File: src/rtl/tmr_voter_if.sv
// tmr_voter_if: per-core ALU/store/write-enable inputs and voted outputs of the TMR voter
interface tmr_voter_if #(parameter int CNT_W = 8);
    logic [31:0] alu_a, alu_b, alu_c;
    logic [31:0] wd_a, wd_b, wd_c;
    logic we_a, we_b, we_c;
    logic clr_fault;
    logic [31:0] alu_v, wd_v;
    logic we_v;
    logic [2:0] mismatch, failed;
    logic [1:0] state;
    logic [CNT_W-1:0] err_cnt_a, err_cnt_b, err_cnt_c;
    modport master(
        output alu_a, alu_b, alu_c, wd_a, wd_b, wd_c, we_a, we_b, we_c, clr_fault,
        input alu_v, wd_v, we_v, mismatch, failed, state, err_cnt_a, err_cnt_b, err_cnt_c
    );
    modport slave(
        input alu_a, alu_b, alu_c, wd_a, wd_b, wd_c, we_a, we_b, we_c, clr_fault,
        output alu_v, wd_v, we_v, mismatch, failed, state, err_cnt_a, err_cnt_b, err_cnt_c
    );
endinterface

File: src/rtl/tmr_voter.sv
// tmr_voter: triple-modular-redundancy voter with degrade/fail handling; TMR_VOTER_STATS_EN adds per-core error counters
module tmr_voter #(
    parameter int THRESH = 4,
    parameter int CNT_W  = 8
) (
    input logic clk,
    input logic rst_in,
    tmr_voter_if.slave io_bus
);
    typedef enum logic [1:0] {TRIPLE = 2'b00, DEGRADED = 2'b01, FAIL = 2'b10} state_t;
    state_t r_state, w_nxt;
    logic [64:0] w_b [3];
    logic [64:0] w_maj, w_h0, w_h1, w_hf, w_out;
    logic [2:0] w_tmm, w_dmm, w_hit, w_mm, w_fail_nxt;
    logic [2:0] r_failed, r_mm;
    logic [2:0][CNT_W-1:0] w_ec;
    logic w_two, w_agree, w_hold;
    logic [31:0] r_alu, r_wd;
    logic r_we;
    assign w_b[0] = {io_bus.we_a, io_bus.alu_a, io_bus.wd_a};
    assign w_b[1] = {io_bus.we_b, io_bus.alu_b, io_bus.wd_b};
    assign w_b[2] = {io_bus.we_c, io_bus.alu_c, io_bus.wd_c};
    assign w_maj = (w_b[0] & w_b[1]) | (w_b[0] & w_b[2]) | (w_b[1] & w_b[2]);
    assign w_two = (w_tmm[0] & w_tmm[1]) | (w_tmm[0] & w_tmm[2]) | (w_tmm[1] & w_tmm[2]);
    // with exactly one failed core, h0/h1 are the two survivors and hf the failed one
    assign w_h0 = r_failed[0] ? w_b[1] : w_b[0];
    assign w_h1 = r_failed[2] ? w_b[1] : w_b[2];
    assign w_hf = r_failed[0] ? w_b[0] : (r_failed[1] ? w_b[1] : w_b[2]);
    assign w_agree = w_h0 == w_h1;
    assign w_dmm = w_agree ? (r_failed & {3{w_hf != w_h0}}) : ~r_failed;
    for (genvar i = 0; i < 3; i++) begin : g_core
        logic [3:0] r_cc;
        logic [3:0] w_inc;
        assign w_tmm[i] = w_b[i] != w_maj;
        assign w_inc = r_cc + 4'd1;
        assign w_hit[i] = w_tmm[i] && (w_inc == 4'(THRESH));
        always_ff @(posedge clk) begin
            if (rst_in || io_bus.clr_fault) r_cc <= '0;
            else if (r_state == TRIPLE) r_cc <= w_tmm[i] ? w_inc : '0;
        end
`ifdef TMR_VOTER_STATS_EN
        logic [CNT_W-1:0] r_ec;
        always_ff @(posedge clk) begin
            if (rst_in) r_ec <= '0;
            else if (!io_bus.clr_fault && w_mm[i] && r_ec != '1) r_ec <= r_ec + 1'b1;
        end
        assign w_ec[i] = r_ec;
`else
        assign w_ec[i] = '0;
`endif
    end
    always_comb begin
        w_mm = '0;
        w_out = w_maj;
        w_hold = 1'b0;
        w_nxt = r_state;
        w_fail_nxt = r_failed;
        unique case (r_state)
            TRIPLE: begin
                w_mm = w_tmm;
                w_hold = w_two;
                w_fail_nxt = r_failed | w_hit;
                w_nxt = w_two ? FAIL : ((|w_hit) ? DEGRADED : TRIPLE);
            end
            DEGRADED: begin
                w_mm = w_dmm;
                w_out = w_h0;
                w_hold = !w_agree;
                w_nxt = w_agree ? DEGRADED : FAIL;
            end
            default: w_hold = 1'b1;
        endcase
        if (io_bus.clr_fault) begin
            w_nxt = TRIPLE;
            w_fail_nxt = '0;
        end
    end
    always_ff @(posedge clk) begin
        if (rst_in) begin
            r_state <= TRIPLE;
            r_failed <= '0;
            r_mm <= '0;
            r_we <= 1'b0;
            r_alu <= '0;
            r_wd <= '0;
        end else begin
            r_state <= w_nxt;
            r_failed <= w_fail_nxt;
            r_mm <= w_mm;
            r_we <= !w_hold && w_out[64];
            if (!w_hold) {r_alu, r_wd} <= w_out[63:0];
        end
    end
    assign io_bus.alu_v = r_alu;
    assign io_bus.wd_v = r_wd;
    assign io_bus.we_v = r_we;
    assign io_bus.mismatch = r_mm;
    assign io_bus.failed = r_failed;
    assign io_bus.state = r_state;
    assign io_bus.err_cnt_a = w_ec[0];
    assign io_bus.err_cnt_b = w_ec[1];
    assign io_bus.err_cnt_c = w_ec[2];
endmodule

File: src/flat_wrapper.sv
// flat-port wrapper written by rule: the top's interface ports become plain ports
module tmr_voter_flat 
#(
    parameter int THRESH = 4,
    parameter int CNT_W  = 8
)
  (clk, rst_in, io_bus_alu_a, io_bus_alu_b, io_bus_alu_c, io_bus_wd_a, io_bus_wd_b, io_bus_wd_c, io_bus_we_a, io_bus_we_b, io_bus_we_c, io_bus_clr_fault, io_bus_alu_v, io_bus_wd_v, io_bus_we_v, io_bus_mismatch, io_bus_failed, io_bus_state, io_bus_err_cnt_a, io_bus_err_cnt_b, io_bus_err_cnt_c);
  tmr_voter_if #(.CNT_W(CNT_W)) io_bus_i ();
  input logic clk;
  input logic rst_in;
  input wire logic [$bits(io_bus_i.alu_a)-1:0] io_bus_alu_a;
  input wire logic [$bits(io_bus_i.alu_b)-1:0] io_bus_alu_b;
  input wire logic [$bits(io_bus_i.alu_c)-1:0] io_bus_alu_c;
  input wire logic [$bits(io_bus_i.wd_a)-1:0] io_bus_wd_a;
  input wire logic [$bits(io_bus_i.wd_b)-1:0] io_bus_wd_b;
  input wire logic [$bits(io_bus_i.wd_c)-1:0] io_bus_wd_c;
  input wire logic [$bits(io_bus_i.we_a)-1:0] io_bus_we_a;
  input wire logic [$bits(io_bus_i.we_b)-1:0] io_bus_we_b;
  input wire logic [$bits(io_bus_i.we_c)-1:0] io_bus_we_c;
  input wire logic [$bits(io_bus_i.clr_fault)-1:0] io_bus_clr_fault;
  output wire logic [$bits(io_bus_i.alu_v)-1:0] io_bus_alu_v;
  output wire logic [$bits(io_bus_i.wd_v)-1:0] io_bus_wd_v;
  output wire logic [$bits(io_bus_i.we_v)-1:0] io_bus_we_v;
  output wire logic [$bits(io_bus_i.mismatch)-1:0] io_bus_mismatch;
  output wire logic [$bits(io_bus_i.failed)-1:0] io_bus_failed;
  output wire logic [$bits(io_bus_i.state)-1:0] io_bus_state;
  output wire logic [$bits(io_bus_i.err_cnt_a)-1:0] io_bus_err_cnt_a;
  output wire logic [$bits(io_bus_i.err_cnt_b)-1:0] io_bus_err_cnt_b;
  output wire logic [$bits(io_bus_i.err_cnt_c)-1:0] io_bus_err_cnt_c;
  assign io_bus_i.alu_a = io_bus_alu_a;
  assign io_bus_i.alu_b = io_bus_alu_b;
  assign io_bus_i.alu_c = io_bus_alu_c;
  assign io_bus_i.wd_a = io_bus_wd_a;
  assign io_bus_i.wd_b = io_bus_wd_b;
  assign io_bus_i.wd_c = io_bus_wd_c;
  assign io_bus_i.we_a = io_bus_we_a;
  assign io_bus_i.we_b = io_bus_we_b;
  assign io_bus_i.we_c = io_bus_we_c;
  assign io_bus_i.clr_fault = io_bus_clr_fault;
  assign io_bus_alu_v = io_bus_i.alu_v;
  assign io_bus_wd_v = io_bus_i.wd_v;
  assign io_bus_we_v = io_bus_i.we_v;
  assign io_bus_mismatch = io_bus_i.mismatch;
  assign io_bus_failed = io_bus_i.failed;
  assign io_bus_state = io_bus_i.state;
  assign io_bus_err_cnt_a = io_bus_i.err_cnt_a;
  assign io_bus_err_cnt_b = io_bus_i.err_cnt_b;
  assign io_bus_err_cnt_c = io_bus_i.err_cnt_c;
  tmr_voter #(.THRESH(THRESH), .CNT_W(CNT_W)) u_core (.clk(clk), .rst_in(rst_in), .io_bus(io_bus_i));
endmodule
File: config.mk
export PLATFORM = sky130hd
export DESIGN_NAME = tmr_voter_flat
export DESIGN_NICKNAME = d
export VERILOG_FILES = /design/src/rtl/tmr_voter_if.sv /design/src/rtl/tmr_voter.sv /design/src/flat_wrapper.sv
export SDC_FILE = /design/constraint.sdc
export NUM_CORES = 1
export LEC_CHECK = 0
export ABC_AREA = 1
export BUFFER_PORTS_ARGS = -buffer_cell sky130_fd_sc_hd__buf_2
export CORE_MARGIN = 3
export CORE_UTILIZATION = 50
export CTS_CLUSTER_DIAMETER = 100
export DETAILED_ROUTE_END_ITERATION = 7
export PLACE_DENSITY = 0.8
export SLEW_MARGIN = 40
export SYNTH_ARGS = -nofsm -noshare
export SYNTH_HDL_FRONTEND = slang
export SYNTH_SLANG_ARGS = --single-unit
File: constraint.sdc
create_clock -name clk -period 3.65 [get_ports clk]
set_input_delay 0 -clock clk [delete_from_list [all_inputs] [get_ports clk]]
set_output_delay 0 -clock clk [all_outputs]
set_load 0.01 [all_outputs]
== After elaboration in Yosys (flattened, before gate mapping) ==
Index checks and enable logic that the tools add are counted.
Storage, ports and cells
  register bits: 85
  bits in latches: 0
  memory bits (writable): 0
  ROM bits: 0
  input port bits: 198
  output and inout bits: 97
  memories: 0
Cells by class
  $add $sub $neg: 3
  multiply operators: 0
  divide/modulo/power cells: 0
  order comparisons: 0
  equality and inequality tests: 9
  shifts and indexed selects: 0
  muxes and demuxes: 15
  bitwise operators: 13
  reductions and logical operators: 11
Operator list (count)
  65-bit 2-to-1 mux: 5
  65-bit != test: 4
  65-bit AND: 3
  65-bit OR: 2
  65-bit equality test: 1
  4-bit by 1-bit adder with 4-bit output (second input constant): 3
  4-bit by 3-bit equality test with 1-bit output (second input constant): 3
  4-bit 2-to-1 mux: 3
  3-bit case mux with 2 select lines: 1
  1-bit logical AND: 4
  2-bit 2-to-1 mux: 2
  2-bit case mux with 2 select lines: 1
  1-bit AND: 3
  3-bit AND: 1
  3-bit 2-to-1 mux: 1
  3-bit inverter: 1
  3-bit OR: 1
  3-bit OR reduction: 1
  2-bit by 1-bit equality test with 1-bit output (second input constant): 1
  1-bit logical NOT: 2
  2-bit logical NOT: 1
  1-bit OR: 2
  1-bit case mux with 2 select lines: 1
  2-bit nonzero test: 1
  3 further kinds: 3

== Logic depth before layout (Yosys ltp) ==
Gate-level depths: netlist of run 1.
  word-level depth: 10
  depth in mapped cells: 19
  mapped depth without buffers: 16

== Worst setup path after synthesis of run 1 ==
Ideal clock, no wire load.
  path kind: register -> register
  start point: reg u_core.r_failed[0], in the netlist u_core.io_bus.failed[0]
  end point: reg u_core.r_alu[0], in the netlist u_core.io_bus.alu_v[0]
  arrival: 2194 ps
  path slack: 1341 ps
  stages on the path, launching flop included: 15
  buffers on the path: 5
  clock period less this slack: 2309 ps
  cells stage by stage: dfxtp_1 -> buf_4 -> buf_6 -> buf_4 -> o21ai_0 -> xnor2_1 -> nand2_1 -> nor3_1 -> nand2_1 -> nor2_1 -> nand4_2 -> buf_6 -> buf_6 -> a21oi_1 -> nor2_1
On the way
  word-level cells in the longest chain between the ends: 4
RTL lines
  start, declared: RTL line tmr_voter.sv:15  | logic [2:0] r_failed, r_mm;
  start signal, assigned: RTL line tmr_voter.sv:88  | r_failed <= w_fail_nxt;
  65-bit 2-to-1 mux (*): RTL line tmr_voter.sv:26  | assign w_h0 = r_failed[0] ? w_b[1] : w_b[0];
  65-bit equality test: RTL line tmr_voter.sv:29  | assign w_agree = w_h0 == w_h1;
  1-bit logical NOT: RTL line tmr_voter.sv:68  | w_hold = !w_agree;
  1-bit case mux with 2 select lines: RTL line tmr_voter.sv:58  | unique case (r_state)
  end signal, assigned: RTL line tmr_voter.sv:91  | if (!w_hold) {r_alu, r_wd} <= w_out[63:0];
  end, declared: RTL line tmr_voter.sv:18  | logic [31:0] r_alu, r_wd;
Mark *: on every way between the ends. The rest lies on a longest branch, timed or not.
A chain may end at the register's enable or synchronous reset.

== Worst setup path after layout of run 1 ==
  start point: reg u_core.r_failed[0], in the netlist u_core.io_bus.failed[0]
  end point: reg u_core.r_mm[0], in the netlist u_core.io_bus.mismatch[0]
On the way
  word-level cells in the longest chain between the ends: 5
RTL lines
  65-bit 2-to-1 mux (on tied branches): RTL line tmr_voter.sv:28, tmr_voter.sv:26
  65-bit != test: RTL line tmr_voter.sv:30  | assign w_dmm = w_agree ? (r_failed & {3{w_hf != w_h0}}) : ~r_failed;
  3-bit AND: RTL line tmr_voter.sv:30
  3-bit 2-to-1 mux (*): RTL line tmr_voter.sv:30
  3-bit case mux with 2 select lines (*): RTL line tmr_voter.sv:58
  end signal, assigned: RTL line tmr_voter.sv:89  | r_mm <= w_mm;
  end, declared: RTL line tmr_voter.sv:15
Marks and branches as above.

==> results of run 1 <==
## sequential cells by signal (all words and copies together), names as in the netlist
name and flops:
u_core.io_bus.alu_v 32, u_core.io_bus.failed 3, u_core.io_bus.wd_v 32, u_core.io_bus.we_v 1, u_core.io_bus.mismatch 3, u_core.io_bus.state 2
u_core.g_core.r_cc 12
## cells in the final DEF, fill, tap and decap left out, types with 7 or more instances in the layout
cell type / Yosys / final
sky130_fd_sc_hd__nand2_1: 772 / 771
sky130_fd_sc_hd__o21ai_0: 414 / 410
sky130_fd_sc_hd__nand3_1: 333 / 333
sky130_fd_sc_hd__inv_1: 291 / 291
sky130_fd_sc_hd__buf_2: 30 / 270
sky130_fd_sc_hd__nor2_1: 269 / 268
sky130_fd_sc_hd__a21oi_1: 99 / 99
sky130_fd_sc_hd__dfxtp_1: 85 / 83
sky130_fd_sc_hd__o21ai_1: 45 / 49
sky130_fd_sc_hd__xnor2_1: 48 / 48
sky130_fd_sc_hd__xor2_1: 25 / 25
sky130_fd_sc_hd__nand4_1: 24 / 24
sky130_fd_sc_hd__conb_1: 1 / 24
sky130_fd_sc_hd__o211ai_1: 21 / 21
sky130_fd_sc_hd__buf_4: 29 / 18
sky130_fd_sc_hd__clkbuf_16: 0 / 10
sky130_fd_sc_hd__nor3_1: 8 / 8
sky130_fd_sc_hd__buf_12: 0 / 8
sky130_fd_sc_hd__o31ai_1: 7 / 7
## power groups by stage
stage | logic [mW] | registers, mW | clock network (mW)
after floorplan | 0.701 | 0.960 | 0
after global placement | 1.21 | 0.958 | 0
after CTS | 1.23 | 0.936 | 1.01
final | 1.28 | 0.937 | 1.01
after global routing | 1.39 | 0.938 | 1.04
after detailed placement | 1.23 | 0.958 | 0
## final cells by class
class                   instances  area share
inverters                     293      0.0734
diodes                          2    0.000333
multi-input cells            2124       0.653
repair buffers                298       0.111
clock buffers                  10      0.0167
flip-flops and latches         85       0.114
clock inverters                 6     0.00383
well taps                     330      0.0275
## metrics by stage
stage	hold WS (ns)	power (mW)	utilization	instances	cell area [µm²]
2_1_floorplan	0.0724	1.66	-	2634	13300
3_3_place_gp	0.269	2.17	0.573	3128	14700
3_5_place_dp	0.291	2.18	0.573	3128	14700
4_1_cts	0.143	3.18	0.586	3146	15000
5_1_grt	0.204	3.37	0.586	3148	15000
6_report	0.149	3.23	0.586	3148	15000
## final timing paths
path	from	slack [ns]	end
worst max-delay path	u_core.io_bus.failed[0]$_SDFFE_PP0P_	0.58	u_core.io_bus.mismatch[0]$_SDFF_PP0_
worst min-delay path	io_bus_alu_c[24]	0.15	u_core.io_bus.alu_v[24]$_SDFFE_PP0N_
worst max register to register	u_core.io_bus.failed[0]$_SDFFE_PP0P_	0.58	u_core.io_bus.mismatch[0]$_SDFF_PP0_
worst min register to register	u_core.g_core[0].r_cc[3]$_SDFFE_PP0P_	0.48	u_core.g_core[0].r_cc[3]$_SDFFE_PP0P_
## critical path, delay by kind of cell (launching register included)
family,cells,cell delay (ns)
DFF,1,0.45
buffers and inverters,2,0.51
AOI/OAI and AO/OA,1,0.08
and+or+nand+nor,11,1.63
xor gates and xnor gates,1,0.25
## cell families (layout without fill, tap and decap cells)
kind of cell             after synthesis  in the layout  synth area share
AND/OR/NAND/NOR                     1425           1425             0.446
AO/OA/AOI/OAI                        597            597             0.233
buffers and inverters                425            607             0.139
flip-flops                            85             85             0.129
XOR/XNOR                              73             73            0.0483
adder cells (fa/ha/maj)                5              5           0.00472
other                                  1             26          0.000283
## routing by layer
| layer | part of all wire | routed length [µm] | global-route usage |
|---|---|---|---|
| met5 | 0.0010 | 59 | 0 |
| met4 | 0.044 | 2590 | 0.150 |
| met3 | 0.13 | 7370 | 0.0740 |
| met2 | 0.43 | 25300 | 0.609 |
| met1 | 0.40 | 23100 | 0.520 |
==> metrics.txt, run 1 <==
outcome complete, no violations; worst slew margin relative to its limit 0.412; Final min period 3.07 ns; Final Skew 0.0126 ns; depth of the worst register-to-register path 15; critical path fanouts, max 53; most instantiated flip-flop cell in the synthesis netlist sky130_fd_sc_hd__dfxtp_1; chain of cells forming the critical path nor2_4 > buf_12 > buf_4 > nand2_1 > o21ai_0 > xor2_1 > nand3_1 > nor2_1 > nand2_1 > nor2_1 > nand3_1 > nand2_1 > nor2_1 > nor2_1 > nor2_1; top cell types by occurrence after synthesis sky130_fd_sc_hd__nand2_1, sky130_fd_sc_hd__o21ai_0, sky130_fd_sc_hd__nand3_1; core outline area 25,600 µm²; number of input and output port buffers inserted between 200 and 300; first-iteration detailed-routing DRC count 2,661; setup slack of the critical path after layout 0.577 ns; upper clock frequency limit approximately 0.33 GHz; proportion of layout cells with a drive suffix above 1 0.116; placed wire-length estimate 46,900 µm; netlist area before placement roughly 13,000 µm²; H-tree Lvls 3; height of the chip approximately 170 µm; area occupied by multi-input gates 9810 µm²; crit path capture type flip-flop; Clock transition at path regs 0.08 ns; buffers inserted by post-CTS timing repair 0; synthesized instance count 2,611; actual slew at the worst max-slew pin around 0.87 ns; relative contribution of combinational cells to total power 0.396; final hold violations 0; unrepaired setup endpoints after global routing no; count leader, synth sky130_fd_sc_hd__nand2_1; number of different library cells in the post-synthesis netlist 37; number of vias after detailed routing between 15,000 and 20,000; layout overhead on the synthesized area 13.4%; CTS Root Cell sky130_fd_sc_hd__clkbuf_16; clock tree from TritonCTS yes; Final period util 0.842; Seq/Total Area, Yosys 0.129; summed negative setup slack over all endpoints 0 ns; antenna-violating nets left 0; first-pass GRT wire length 86,700 µm; Clk Latency, worst-skew pair around 0.36 ns; part of the total power dissipated in sequential elements 0.290; count of filler cells inserted in the layout 2,702; detail-routed via count per cell 5.84; clock share of power 0.313; top-level port count 295; PostCTS Resize Cnt 0; vias in the first global route 15,453; maximum number of pins on one net before global-route repair 123; fraction of registers with async set or reset after synthesis 0; buffer levels on the longest clock path 2; clock sink count 85; routed length per instance 18.5 µm; Net Sw Frac 0.431; worst path arrival time 3.33 ns; required time of the critical path a little under 4 ns; Hold Path Stages 5; overall global routing resource usage 0.386; setup violators final 0; flip-flop and latch area 1710 µm²; Yosys top cell area share 0.219; starting density of the core 0.517; count of TritonRoute iterations in the first routing pass 7; Post-synth EDFFs 0; number of nets in the finished design 3,014; number of antenna violations at the first check in global routing 7; number of synthesis warnings 0; slowest stage cell, crit path sky130_fd_sc_hd__nor2_4; max incr delay on CP 0.48 ns; Die Area roughly 28,000 µm²; number of buffers added by the clock tree synthesis step 9; Congestion Overflow GR 0; Critical Setup Path Class flip-flop to flip-flop; max cap viols 0; placement row count 58; sum of routed wire length over all layers 58,400 µm; Net Sw Power 1.39 mW; worst min-delay path class primary input to flip-flop; horizontal die dimension 169 µm; power density of the placed cells between 200 and 250 nW/µm²; Critical Path Source Type flip-flop; Final Max Slew Viols 0; total of flip-flops plus latches after synthesis 85; worst vdd rail ir drop 247 µV; leakage power 7.82 nW; setup slack after placement approximately 0.69 ns; largest cells by area after synthesis sky130_fd_sc_hd__nand2_1, sky130_fd_sc_hd__o21ai_0, sky130_fd_sc_hd__dfxtp_1; library cell appearing most often on the critical path sky130_fd_sc_hd__nor2_1; DRC errors left 0; internal power contribution 1.84 mW; per-instance average area after synthesis 5.07 µm²; final weighted congestion in routability-driven placement 1.07; Synth area leader sky130_fd_sc_hd__nand2_1; hold buffer count at cts 2
(Power assumes the default switching activity.)
==> inputs of run 2 (changes only) <==
--- a/config.mk
+++ b/config.mk
@@ -5,13 +5,13 @@
 export SDC_FILE = /design/constraint.sdc
 export NUM_CORES = 1
 export LEC_CHECK = 0
-export ABC_AREA = 1
+export ABC_AREA = 0
 export BUFFER_PORTS_ARGS = -buffer_cell sky130_fd_sc_hd__buf_2
 export CORE_MARGIN = 3
 export CORE_UTILIZATION = 50
 export CTS_CLUSTER_DIAMETER = 100
 export DETAILED_ROUTE_END_ITERATION = 7
-export PLACE_DENSITY = 0.8
+export PLACE_DENSITY = 0.82
 export SLEW_MARGIN = 40
 export SYNTH_ARGS = -nofsm -noshare
 export SYNTH_HDL_FRONTEND = slang
==> constraint.sdc (replaced) <==
create_clock -name clk -period 2.8 [get_ports clk]
set_input_delay 0 -clock clk [delete_from_list [all_inputs] [get_ports clk]]
set_output_delay 0 -clock clk [all_outputs]
set_load 0.01 [all_outputs]
==> run 2 against run 1 <==
The flow now finishes with violations (design-rule violations, negative setup slack). Worst hold slack lost 0.088 ns. Clock power grew 35%. Sequential share of layout area shrank 2.5 points. Critical endpoint is now u_core.io_bus.wd_v[10]$_SDFFE_PP0N_.
==> metrics.txt, run 2 <==
leading cell types in the layout, fill and taps excluded sky130_fd_sc_hd__buf_4, sky130_fd_sc_hd__buf_2, sky130_fd_sc_hd__a21oi_1; number of synthesis warnings 0 (unchanged); core outline area 26,400 µm² (+2.9%); crit path capture type flip-flop; DRC errors left 5 (+5); Hold Path Stages 3 (-2); H-tree Lvls 3 (unchanged); vias in the first global route 17,420 (+13%); worst min-delay path class primary input to flip-flop; placed wire-length estimate 61,800 µm (+32%); Net Sw Power 2.17 mW (+56%); upper clock frequency limit about 0.32 GHz; Yosys top cell area share 0.125 (-0.0933); outcome complete, but fails checks; fraction of registers with async set or reset after synthesis 0 (unchanged); internal power contribution 2.94 mW (+60%); largest cells by area after synthesis sky130_fd_sc_hd__dfxtp_1, sky130_fd_sc_hd__xnor2_1, sky130_fd_sc_hd__mux2i_1; Final Max Slew Viols 0 (unchanged); clock share of power 0.266 (-0.047); most instantiated flip-flop cell in the synthesis netlist sky130_fd_sc_hd__dfxtp_1; max incr delay on CP 0.60 ns (+0.12 ns); Critical Path Source Type primary input; routed length per instance 28.0 µm (+51%); Final Skew 0.0148 ns (+0.00215 ns); chain of cells forming the critical path buf_2 > buf_4 > xnor2_2 > nand4_1 > nor4_1 > mux2i_1 > nor4_2 > a22oi_2 > or3_4 > nand2_8 > buf_12 > buf_16 > o21ai_1; most common library cell in the layout ignoring fill and taps sky130_fd_sc_hd__buf_4; clock tree from TritonCTS yes; total of flip-flops plus latches after synthesis 85 (unchanged); unrepaired setup endpoints after global routing yes; first-pass GRT wire length 111,000 µm (+28%); Net Sw Frac 0.425 (-0.00536); actual slew at the worst max-slew pin 0.916 ns (+0.0424 ns); leakage power 8.66 nW (+11%); violations in the final reports design-rule violations, negative setup slack; top-level port count 295 (unchanged); number of different library cells in the post-synthesis netlist 74 (+100%); Final Util 0.732 (+0.146); buffering stage count on the worst path with inverters included 4 (+2); Die Area 29,100 µm² (+2.3%); synthesized instance count 1,931 (-26%); placement row count 59 (+1.7%); Final period util 1.12; CTS Root Cell sky130_fd_sc_hd__clkbuf_16; setup violators final 69 (+69); max cap viols 0 (unchanged); Post-synth EDFFs 0 (unchanged); Crit path max-delay family simple AND/OR/NAND/NOR gates; logic depth of the worst setup path including buffers 13 (-2); Critical Setup Path Class primary input to flip-flop; slowest stage cell, crit path sky130_fd_sc_hd__xnor2_2; relative contribution of combinational cells to total power 0.496 (+0.100); height of the chip 171 µm (+1.1%); Clk Latency, worst-skew pair 0.37 ns (about the same); sum of routed wire length over all layers 79,200 µm (+36%); clock sink count 85 (unchanged); count leader, synth sky130_fd_sc_hd__clkbuf_1; count of TritonRoute iterations in the first routing pass 8 (+1); number of buffers added by the clock tree synthesis step 9 (unchanged); maximum number of pins on one net before global-route repair 62 (-50%); per-instance average area after synthesis 7.02 µm² (+38%); worst vdd rail ir drop 357 µV (+44%); final weighted congestion in routability-driven placement 1.18 (+10%); Clock transition at path regs 0.08 ns (about the same); Synth area leader sky130_fd_sc_hd__dfxtp_1; Seq/Total Area, Yosys 0.125 (-0.00301); overall global routing resource usage 0.510 (+0.124); buffer levels on the longest clock path 2 (unchanged); Congestion Overflow GR 0 (unchanged); Final min period 3.13 ns; critical path fanouts, max 7 (-87%); depth of the worst register-to-register path 14 (-1); horizontal die dimension 171 µm (+1.1%); number of input and output port buffers inserted 270 (unchanged); total cell area at the placement stage 18,200 µm² (+24%); worst slew margin relative to its limit 0.387 (-0.0244); number of nets in the finished design 2,688 (-11%); Non-Filler Cell Area, Final 19,300 µm² (+28%); first-iteration detailed-routing DRC count 3,127 (+18%); detail-routed via count per cell 6.69 (+15%); netlist area before placement 13,600 µm² (+2.4%); top cell types by occurrence after synthesis sky130_fd_sc_hd__clkbuf_1, sky130_fd_sc_hd__a21oi_1, sky130_fd_sc_hd__o21ai_0; power density of the placed cells 265 nW/µm² (+23%); starting density of the core 0.515 (-0.00240); antenna-violating nets left 0 (unchanged); required time of the critical path 3.06 ns (-0.85 ns); setup slack of the critical path after layout -0.330 ns (-0.907 ns); part of the total power dissipated in sequential elements 0.239 (-0.051); final hold violations 0 (unchanged); proportion of layout cells with a drive suffix above 1 0.373 (+0.257); number of vias after detailed routing 18,927 (+2.9%); layout overhead on the synthesized area 42.3%; number of antenna violations at the first check in global routing 7 (unchanged); worst path arrival time 3.39 ns (+0.06 ns)
[run 2: path summary, 6_finish.rpt]
check	from	to	slack (ns)
worst min-delay path	io_bus_alu_b[17]	u_core.io_bus.alu_v[17]$_SDFFE_PP0N_	0.06
worst max-delay path	io_bus_wd_b[22]	u_core.io_bus.wd_v[10]$_SDFFE_PP0N_	-0.33
worst min register to register	u_core.io_bus.wd_v[1]$_SDFFE_PP0N_	u_core.io_bus.wd_v[1]$_SDFFE_PP0N_	0.47
worst max register to register	u_core.io_bus.failed[0]$_SDFFE_PP0P_	u_core.io_bus.alu_v[28]$_SDFFE_PP0N_	-0.28
[run 2: cell families after synthesis]
family / share of synthesized area
mux: 0.0763
other cells: 0.000277
fa+ha+maj: 0.00461
compound gates: 0.237
simple gates: 0.330
flops: 0.125
buf+inv: 0.104
xor+xnor: 0.122
[run 2: power by group through the flow]
stage | sequential [mW] | clock [mW] | combinational (mW)
6_report | 1.22 | 1.36 | 2.53
5_1_grt | 1.22 | 1.39 | 2.60
4_1_cts | 1.22 | 1.34 | 2.37
3_5_place_dp | 1.25 | 0 | 2.34
3_3_place_gp | 1.25 | 0 | 2.31
2_1_floorplan | 1.25 | 0 | 1.17
[run 2: through the flow]
stage               setup TNS (ns)  hold WS, ns  instances  power (mW)  setup slack, ns
floorplan                        0        0.268       1954        2.42          0.00691
global placement            -29.29        0.351       2779        3.56           -0.462
detailed placement          -28.39        0.371       2779        3.59           -0.474
CTS                         -11.81       0.0452       2818        4.93           -0.220
global route                -22.40       0.0805       2825        5.22           -0.363
finish                      -19.05       0.0614       2830        5.11           -0.330
[run 2: layer usage]
layer,vias to the layer above,track usage,share of wire
li1,8070,-,-
met1,8779,0.640,0.37
met2,1649,0.761,0.41
met3,423,0.159,0.14
met4,6,0.313,0.081
met5,-,0.00836,0.0013
[run 2: cell type report]
type	instances	area [µm²]
antenna	5	12.5
clock buffer	9	225
clock inverter	7	72.6
fill	2035	7060
inverter	28	105
multi-input combinational	1554	10900
sequential	85	1710
tap	335	419
timing repair buffer	807	5860
[run 2: worst register-to-register path, cell delays in order (launching register included)]
cell	delay (ns)
sky130_fd_sc_hd__dfxtp_4	0.41
sky130_fd_sc_hd__buf_12	0.14
sky130_fd_sc_hd__buf_8	0.13
sky130_fd_sc_hd__mux2i_2	0.23
sky130_fd_sc_hd__xnor2_1	0.11
sky130_fd_sc_hd__or4_4	0.43
sky130_fd_sc_hd__o41ai_2	0.06
sky130_fd_sc_hd__nor4bb_4	0.26
sky130_fd_sc_hd__o221ai_2	0.22
sky130_fd_sc_hd__buf_6	0.18
sky130_fd_sc_hd__nor3_4	0.24
sky130_fd_sc_hd__buf_12	0.21
sky130_fd_sc_hd__buf_12	0.16
sky130_fd_sc_hd__o21ai_0	0.11
sky130_fd_sc_hd__o21ai_1	0.13
[run 2: timing repair]
item,in CTS,in global routing
endpoints found under the setup margin,70,70
endpoints found under the hold margin,1,0
hold buffers,1,0
gates cloned,6,4
gates resized for setup,80,34
pin swaps,29,15
setup buffers,16,5
